## config.mk

```make
export PLATFORM = sky130hd
export DESIGN_NAME = replace_num_msg_rx
export DESIGN_NICKNAME = d
export VERILOG_FILES = /design/src/rtl/replace_num_msg_rx_pkg.sv /design/src/rtl/replace_num_msg_rx_timeout.sv /design/src/rtl/replace_num_msg_rx.sv
export SDC_FILE = /design/constraint.sdc
export NUM_CORES = 1
export LEC_CHECK = 0
export CAP_MARGIN = 25
export CORE_MARGIN = 1.5
export CORE_UTILIZATION = 55
export CTS_BUF_LIST = sky130_fd_sc_hd__clkbuf_8
export DETAILED_ROUTE_END_ITERATION = 8
export PLACE_DENSITY = 0.78
export SLEW_MARGIN = 20
export SYNTH_ARGS = -nofsm -noshare
export SYNTH_HDL_FRONTEND = slang
export SYNTH_HIERARCHICAL = 1
export SYNTH_SLANG_ARGS = --single-unit
```

## constraint.sdc

```tcl
create_clock -name clk -period 4.4 [get_ports clk]
set_clock_uncertainty 0.1 [all_clocks]
set_input_delay 0.66 -clock clk [delete_from_list [all_inputs] [get_ports clk]]
set_output_delay 0.66 -clock clk [all_outputs]
set_load 0.05 [all_outputs]
```

## src/rtl/replace_num_msg_rx_pkg.sv

```systemverilog
// Shared types and defaults for the replace-num UART message parser.
// Holds the frame header value, default field widths and FSM state encodings.
package replace_num_msg_rx_pkg;

   typedef enum logic [1:0] {
      ST_IDLE = 2'd0,
      ST_ADDR = 2'd1,
      ST_DATA = 2'd2,
      ST_CSUM = 2'd3
   } state_t;

   localparam int          DEF_ADDR_WIDTH     = 8;
   localparam int          DEF_DATA_WIDTH     = 16;
   localparam logic [7:0]  DEF_HEADER_BYTE    = 8'h52;
   localparam int          DEF_TIMEOUT_CYCLES = 100000;

   // Number of whole bytes needed to carry a field of the given bit width.
   function automatic int field_bytes(input int width);
      return (width + 7) / 8;
   endfunction

endpackage

```

## src/rtl/replace_num_msg_rx_timeout.sv

```systemverilog
// Idle-cycle watchdog: counts enabled cycles without a clear, expires after LIMIT of them.
// expire is combinational and suppressed whenever clear is high in the same cycle.
module replace_num_msg_rx_timeout #(
   parameter int LIMIT = 100000
) (
   input  logic clk,
   input  logic reset,
   input  logic enable,
   input  logic clear,
   output logic expire
);

   localparam int              CW   = (LIMIT > 1) ? $clog2(LIMIT) : 1;
   localparam logic [CW-1:0]   LAST = CW'(LIMIT - 1);

   logic [CW-1:0] count;

   assign expire = enable && !clear && (count == LAST);

   always_ff @(posedge clk) begin
      if (reset || clear || !enable || expire) begin
         count <= '0;
      end else begin
         count <= count + 1'b1;
      end
   end

endmodule

```

## src/rtl/replace_num_msg_rx.sv

```systemverilog
// Parses header/addr/data/checksum UART frames into one-cycle replace-num writes; wr_en lands
// one clock after the checksum byte. No backpressure: every rx_valid byte is consumed.
module replace_num_msg_rx
   import replace_num_msg_rx_pkg::*;
#(
   parameter int         ADDR_WIDTH     = DEF_ADDR_WIDTH,
   parameter int         DATA_WIDTH     = DEF_DATA_WIDTH,
   parameter logic [7:0] HEADER_BYTE    = DEF_HEADER_BYTE,
   parameter int         TIMEOUT_CYCLES = DEF_TIMEOUT_CYCLES
) (
   input  logic                           clk,
   input  logic                           reset,
   input  logic [7:0]                     rx_data,
   input  logic                           rx_valid,
   output logic [ADDR_WIDTH+DATA_WIDTH-1:0] wr_packet,
   output logic                           wr_en,
   output logic                           busy,
   output logic                           err_checksum,
   output logic                           err_timeout,
   output logic [7:0]                     err_count
);

   localparam int         ADDR_BYTES = field_bytes(ADDR_WIDTH);
   localparam int         DATA_BYTES = field_bytes(DATA_WIDTH);
   localparam int         ASH_W      = ADDR_BYTES * 8;
   localparam int         DSH_W      = DATA_BYTES * 8;
   localparam int         PW         = ADDR_WIDTH + DATA_WIDTH;
   localparam logic [7:0] ADDR_LAST  = 8'(ADDR_BYTES - 1);
   localparam logic [7:0] DATA_LAST  = 8'(DATA_BYTES - 1);

   state_t            state, state_nxt;
   logic [ASH_W-1:0]  addr_sh, addr_sh_nxt;
   logic [DSH_W-1:0]  data_sh, data_sh_nxt;
   logic [7:0]        csum, csum_nxt;
   logic [7:0]        byte_cnt, byte_cnt_nxt;
   logic [PW-1:0]     wr_packet_nxt;
   logic              wr_en_nxt;
   logic              err_checksum_nxt;
   logic              err_timeout_nxt;
   logic [7:0]        err_count_nxt;
   logic              tmo_expire;

   assign busy = (state != ST_IDLE);

   replace_num_msg_rx_timeout #(
      .LIMIT (TIMEOUT_CYCLES)
   ) u_timeout (
      .clk    (clk),
      .reset  (reset),
      .enable (busy),
      .clear  (rx_valid),
      .expire (tmo_expire)
   );

   always_ff @(posedge clk) begin
      if (reset) begin
         state        <= ST_IDLE;
         addr_sh      <= '0;
         data_sh      <= '0;
         csum         <= '0;
         byte_cnt     <= '0;
         wr_packet    <= '0;
         wr_en        <= 1'b0;
         err_checksum <= 1'b0;
         err_timeout  <= 1'b0;
         err_count    <= '0;
      end else begin
         state        <= state_nxt;
         addr_sh      <= addr_sh_nxt;
         data_sh      <= data_sh_nxt;
         csum         <= csum_nxt;
         byte_cnt     <= byte_cnt_nxt;
         wr_packet    <= wr_packet_nxt;
         wr_en        <= wr_en_nxt;
         err_checksum <= err_checksum_nxt;
         err_timeout  <= err_timeout_nxt;
         err_count    <= err_count_nxt;
      end
   end

   always_comb begin
      state_nxt        = state;
      addr_sh_nxt      = addr_sh;
      data_sh_nxt      = data_sh;
      csum_nxt         = csum;
      byte_cnt_nxt     = byte_cnt;
      wr_packet_nxt    = wr_packet;
      wr_en_nxt        = 1'b0;
      err_checksum_nxt = 1'b0;
      err_timeout_nxt  = 1'b0;
      err_count_nxt    = err_count;

      case (state)
         ST_IDLE: begin
            if (rx_valid && (rx_data == HEADER_BYTE)) begin
               state_nxt    = ST_ADDR;
               addr_sh_nxt  = '0;
               data_sh_nxt  = '0;
               csum_nxt     = '0;
               byte_cnt_nxt = '0;
            end
         end
         ST_ADDR: begin
            if (rx_valid) begin
               addr_sh_nxt = (addr_sh << 8) | ASH_W'(rx_data);
               csum_nxt    = csum ^ rx_data;
               if (byte_cnt == ADDR_LAST) begin
                  state_nxt    = ST_DATA;
                  byte_cnt_nxt = '0;
               end else begin
                  byte_cnt_nxt = byte_cnt + 8'd1;
               end
            end
         end
         ST_DATA: begin
            if (rx_valid) begin
               data_sh_nxt = (data_sh << 8) | DSH_W'(rx_data);
               csum_nxt    = csum ^ rx_data;
               if (byte_cnt == DATA_LAST) begin
                  state_nxt    = ST_CSUM;
                  byte_cnt_nxt = '0;
               end else begin
                  byte_cnt_nxt = byte_cnt + 8'd1;
               end
            end
         end
         ST_CSUM: begin
            if (rx_valid) begin
               state_nxt = ST_IDLE;
               if (rx_data == csum) begin
                  wr_packet_nxt = {addr_sh[ADDR_WIDTH-1:0], data_sh[DATA_WIDTH-1:0]};
                  wr_en_nxt     = 1'b1;
               end else begin
                  err_checksum_nxt = 1'b1;
                  err_count_nxt    = (err_count == 8'hFF) ? err_count : err_count + 8'd1;
               end
            end
         end
         default: state_nxt = ST_IDLE;
      endcase

      // Expiry never coincides with an accepted byte, so it cannot collide with the CSUM outcome.
      if (tmo_expire) begin
         state_nxt       = ST_IDLE;
         err_timeout_nxt = 1'b1;
         err_count_nxt   = (err_count == 8'hFF) ? err_count : err_count + 8'd1;
      end
   end

endmodule

```

* Word-level counts from Yosys, hierarchy flattened
Cells that the tools add are included.
** Storage, ports and cells
- Input port bits :: 11
- Flip-flop bits (word level) :: 94
** Cells by class
- Eq/ne operators :: 16
- Add/sub/neg operators :: 3
- Bitwise operators :: 4
- Multiplexer cells :: 28
- Reductions and logical operators :: 27
** Operator list (count)
- $mux W8 :: 12
- $mux W16 :: 2
- $pmux W16 S2 :: 1
- $pmux W8 S2 :: 2
- $pmux W8 S3 :: 1
- $add A17 B1 Y17 const B :: 1
- $eq A17 B17 Y1 const B :: 1
- $add A8 B1 Y8 const B :: 2
- $or A16 B8 Y16 :: 1
- $reduce_and A3 Y1 :: 5
- $mux W2 :: 6
- $ne A2 B2 Y1 const B :: 6
- $reduce_bool A2 Y1 :: 6
- $eq A8 B1 Y1 const B :: 1
- $eq A8 B7 Y1 const B :: 1
- $eq A8 B8 Y1 :: 1
- $eq A8 B8 Y1 const B :: 1
- $logic_not A8 Y1 :: 1
- $pmux W2 S4 :: 1
- $xor A8 B8 Y8 :: 1
- $reduce_and A6 Y1 :: 1
- $eq A2 B2 Y1 const B :: 2
- $ne A2 B1 Y1 const B :: 2
- $reduce_and A4 Y1 :: 1
- 10 further kinds :: 19

* Longest topological paths before layout
- Word-level depth :: 6
- Mapped depth :: 11

* Cells and area by module
Netlist, hierarchy kept.
** Modules (own cells, without submodules)
- replace_num_msg_rx :: area an instance 3374.5 µm², cells each 359, instances 1
- replace_num_msg_rx_timeout :: area an instance 783.3 µm², cells each 88, instances 1

* Least setup slack after synthesis
No wires, ideal clock.
- Path type :: flip-flop to flip-flop
- Start :: reg state[0]
- End :: reg err_count[5]
- Arrival :: 3147 ps
- Period minus slack after synthesis :: 3367 ps
- Required time :: 4179 ps
- Stages on the path, launching flop included :: 11
- Setup slack :: 1033 ps
- Path through :: dfxtp_1 > inv_1 > ha_1 > inv_1 > or2b_2 > or4_4 > nor2_1 > a21oi_1 > a41oi_1 > nor4b_1 > mux2_2
** Between the ends
- Word-level cells in the longest chain between the ends :: 5
** Ends and longest elaborated chain
- start, declared :: line replace_num_msg_rx.sv:31 : state_t state, state_nxt;
- start signal, assigned :: line replace_num_msg_rx.sv:68 : state <= state_nxt;
- $reduce_bool A2 Y1 * :: line replace_num_msg_rx.sv:43 : assign busy = (state != ST_IDLE);
- via busy :: line replace_num_msg_rx.sv:17 : output logic busy,
- $logic_and A1 B1 Y1 * (2 in a row) :: line replace_num_msg_rx_timeout.sv:18 : assign expire = enable && !clear && (count == LAST);
- $ne A2 B1 Y1 (no line) / $reduce_bool A2 Y1 (equally long branches)
- $reduce_and A3 Y1 (no line)
- end signal, assigned :: line replace_num_msg_rx.sv:77 : err_count <= err_count_nxt;
- end, declared :: line replace_num_msg_rx.sv:20 : output logic [7:0] err_count
Mark *: on every way through the listed nets, which the timed path passes. The rest lies on a longest branch.
A chain may end at the register's enable or synchronous reset.

* Worst setup path after layout
- Start :: reg state[0]
- End :: reg err_count[7]
** Between the ends
- Word-level cells in the longest chain between the ends :: 5
** Ends and longest elaborated chain (line)
- $reduce_bool A2 Y1 :: replace_num_msg_rx.sv:43
- $logic_and A1 B1 Y1 (2 in a row) :: replace_num_msg_rx_timeout.sv:18
- $ne A2 B1 Y1 (no line) / $reduce_bool A2 Y1 (equally long branches)
- $reduce_and A3 Y1 (no line)
Several ways; a longest one is shown, not always the timed one.

==> results.toml <==
[synthesis]
syn-instance-count = 447
yosys_warnings = 6
synth_ff_type = "dfxtp_1"
ys_seq_area_share_pct = 45.26
synth_top_area_share_pct = 45.26
synth_area_sq_um = 4158
syn-num-nets = 467
synth_common_cells = "dfxtp_1 (94), nor2_1 (62), nand2_1 (40), mux2i_1 (26), o21ai_0 (22)"
synthTopCellsByArea = "dfxtp_1 (45%), mux2i_1 (6.3%), nor2_1 (5.6%)"
synth_edf_count = 0
avgSynthCellArea_sq_um = 9.301
synth_top_cell_by_area = "dfxtp_1"
yosysUniqueCellTypes = 59
synth_most_common_cell = "dfxtp_1"
ys_seq_elements = 94
ys_async_sr_fraction_pct = 0

[sta]
final_hold_viol_count = 0
tns_ns = 0
period_minus_slack_ns = 3.420
post-route-period-util_pct = 77.73
whs_ns = 0.3563
fmax_ghz = 0.2924
tightest_slew_ns = 0.7281
relSlewSlack_pct = 51.35
grt_setup_unrepaired = "false"
final-max-slew-violation-count = 0
setup_viol = 0

[detailed_routing]
dr.pass1.iters = 4
highest_layer = "met4"
drt-met1-wl_um = 4001
wirelength_um = 8620
drt_iter0_drc = 184
wl_met2_um = 4080
drc_errors = 0
via_per_inst = 5.674
wl_per_cell_um = 14.46
antenna_left = 0
vias = 3382
route.met3.wl_um = 295

[cts]
clockBufferDepth = 2
root_buffer = "clkbuf_8"
post_cts_buffers = 0
htreeDepth = 3
clock_latency_ns = 0.37
ctsHoldBuffers = 0
post_cts_resized = 0
cts-buffers-inserted = 9
clkTransAtPathRegs_ns = 0.09
cts_tree = "done"
cts.sinks = 94

[die]
die_h_um = 89.95
dieArea_sq_um = 8090
fp-row-count = 31
die_w_um = 89.95
initial_core_util_pct = 57.02
fp.coreArea_sq_um = 7292
ios = 47

[grt]
overflow = 0
grt_pass1_wl_um = 14700
antenna_found_initial = 0
grt_max_degree = 51
track_usage_pct = 22.19
grt_pass1_vias = 3110

[power]
p_int_mw = 1.163
power_switching_uw = 406.1
clock_power_share_pct = 38.4
power.density_nw_per_um2 = 320.4
p_seq_share_pct = 54.4
power_leakage_nw = 1.606
ir_drop_v = 0.0001618
swShare_pct = 25.88
power_frac_comb_pct = 7.2

[setup_path]
cp_cell_sequence = "inv_1 > ha_1 > inv_1 > or2b_2 > or4_4 > nor2_1 > a21oi_1 > a41oi_1 > nor4bb_1 > mux2_2"
crit_required_ns = 4.55
cpMostUsedCell = "inv_1"
cp.arrival_ns = 3.57
slowest_stage = "or4_4"
path_max_fanout = 7
crit_path_end_kind = "register"
max_stage_delay_ns = 0.51
worstSetupStartpointType = "register"
critPathKind = "reg2reg"

[placed_design]
dpl.cell_count = 579
place_congestion = 0.8227
io_buffer_count = 46
post-dp-hpwl_um = 6010
placed_cell_area_sq_um = 4676

[run]
maxCapViolCount = 0

[final_layout]
fin_area_sq_um = 4898
n_antenna_cell = 0
nNetsFinal = 512
postLayoutCoreUtil_pct = 67.18
drive_gt1_share_pct = 9.658
area_growth_pct = 17.82
final_cells = 596

[min_path]
hp-class = "reg2reg"

[run_status]
status = "completed"
routing by layer:
layer,track usage [%],vias to the layer above
met5,0,-
met4,11.77,0
met3,3.299,19
met2,35.43,77
met1,29.05,1609
li1,-,1677
critical path: cells and delay by family (launching register included):
family,cells,cell delay [ns]
compound gates,2,0.46
fa+ha+maj,1,0.27
buf+inv,2,0.28
flops,1,0.39
mux,1,0.37
simple gates,4,1.44
placed cells by master, fill, tap and decap left out, types with 5 or more instances in the layout:
cell type / n
a22o_1: 15
inv_1: 9
o21ai_0: 22
dfxtp_1: 94
buf_4: 5
xnor2_1: 12
clkbuf_8: 9
or3_1: 5
clkdlybuf4s50_1: 45
nor2b_1: 8
nor2_1: 62
nand2_1: 40
a31oi_1: 6
nand4_1: 14
nand3_1: 16
xor2_1: 8
mux2_2: 5
a21oi_1: 19
ha_1: 9
mux2i_1: 26
layout make-up:
type,instances,area [sq um]
well taps,99,123.9
inverters,9,33.78
flip-flops and latches,94,1882
fillers,609,2394
clock inverters,7,91.34
multi-input cells,327,2151
repair buffers,51,493.0
clock buffers,9,123.9
stage by stage:
step,setup slack [ns],total power [mW]
floorplan,1.033,0.9501
global placement,0.8977,0.9835
detailed placement,0.8463,0.9856
CTS,0.9855,1.578
global route,0.7653,1.637
finish,0.9798,1.569
power groups by stage:
stage | Sequential (mW) | Clock, mW | Combinational (mW)
after CTS | 0.854 | 0.612 | 0.112
final | 0.854 | 0.602 | 0.113
after floorplan | 0.874 | 0 | 0.0763
after global placement | 0.874 | 0 | 0.110
after detailed placement | 0.874 | 0 | 0.111
after global routing | 0.855 | 0.659 | 0.123
final timing paths:
kind,start,to,slack (ns),cells after the start
worst max-delay path,state[0],err_count[7],0.98,10
worst min-delay path,addr_sh[3],addr_sh[3],0.36,2
worst max register to register,state[0],err_count[7],0.98,10
worst min register to register,addr_sh[3],addr_sh[3],0.36,2
state kept, by name, summed over array words and instances (netlist names):
register	cells
u_timeout/count	17
data_sh	16
byte_cnt	8
csum	8
wr_packet	24
err_timeout	1
err_checksum	1
state	2
err_count	8
addr_sh	8
wr_en	1
kinds of logic after synthesis:
kind of cell	synth area share [%]
and+or+nand+nor	23.11
DFF	45.26
AOI/OAI and AO/OA	13.93
muxes	7.614
buffers and inverters	3.160
xor gates and xnor gates	4.213
adders and majority gates	2.708
(Power assumes the default switching activity.)
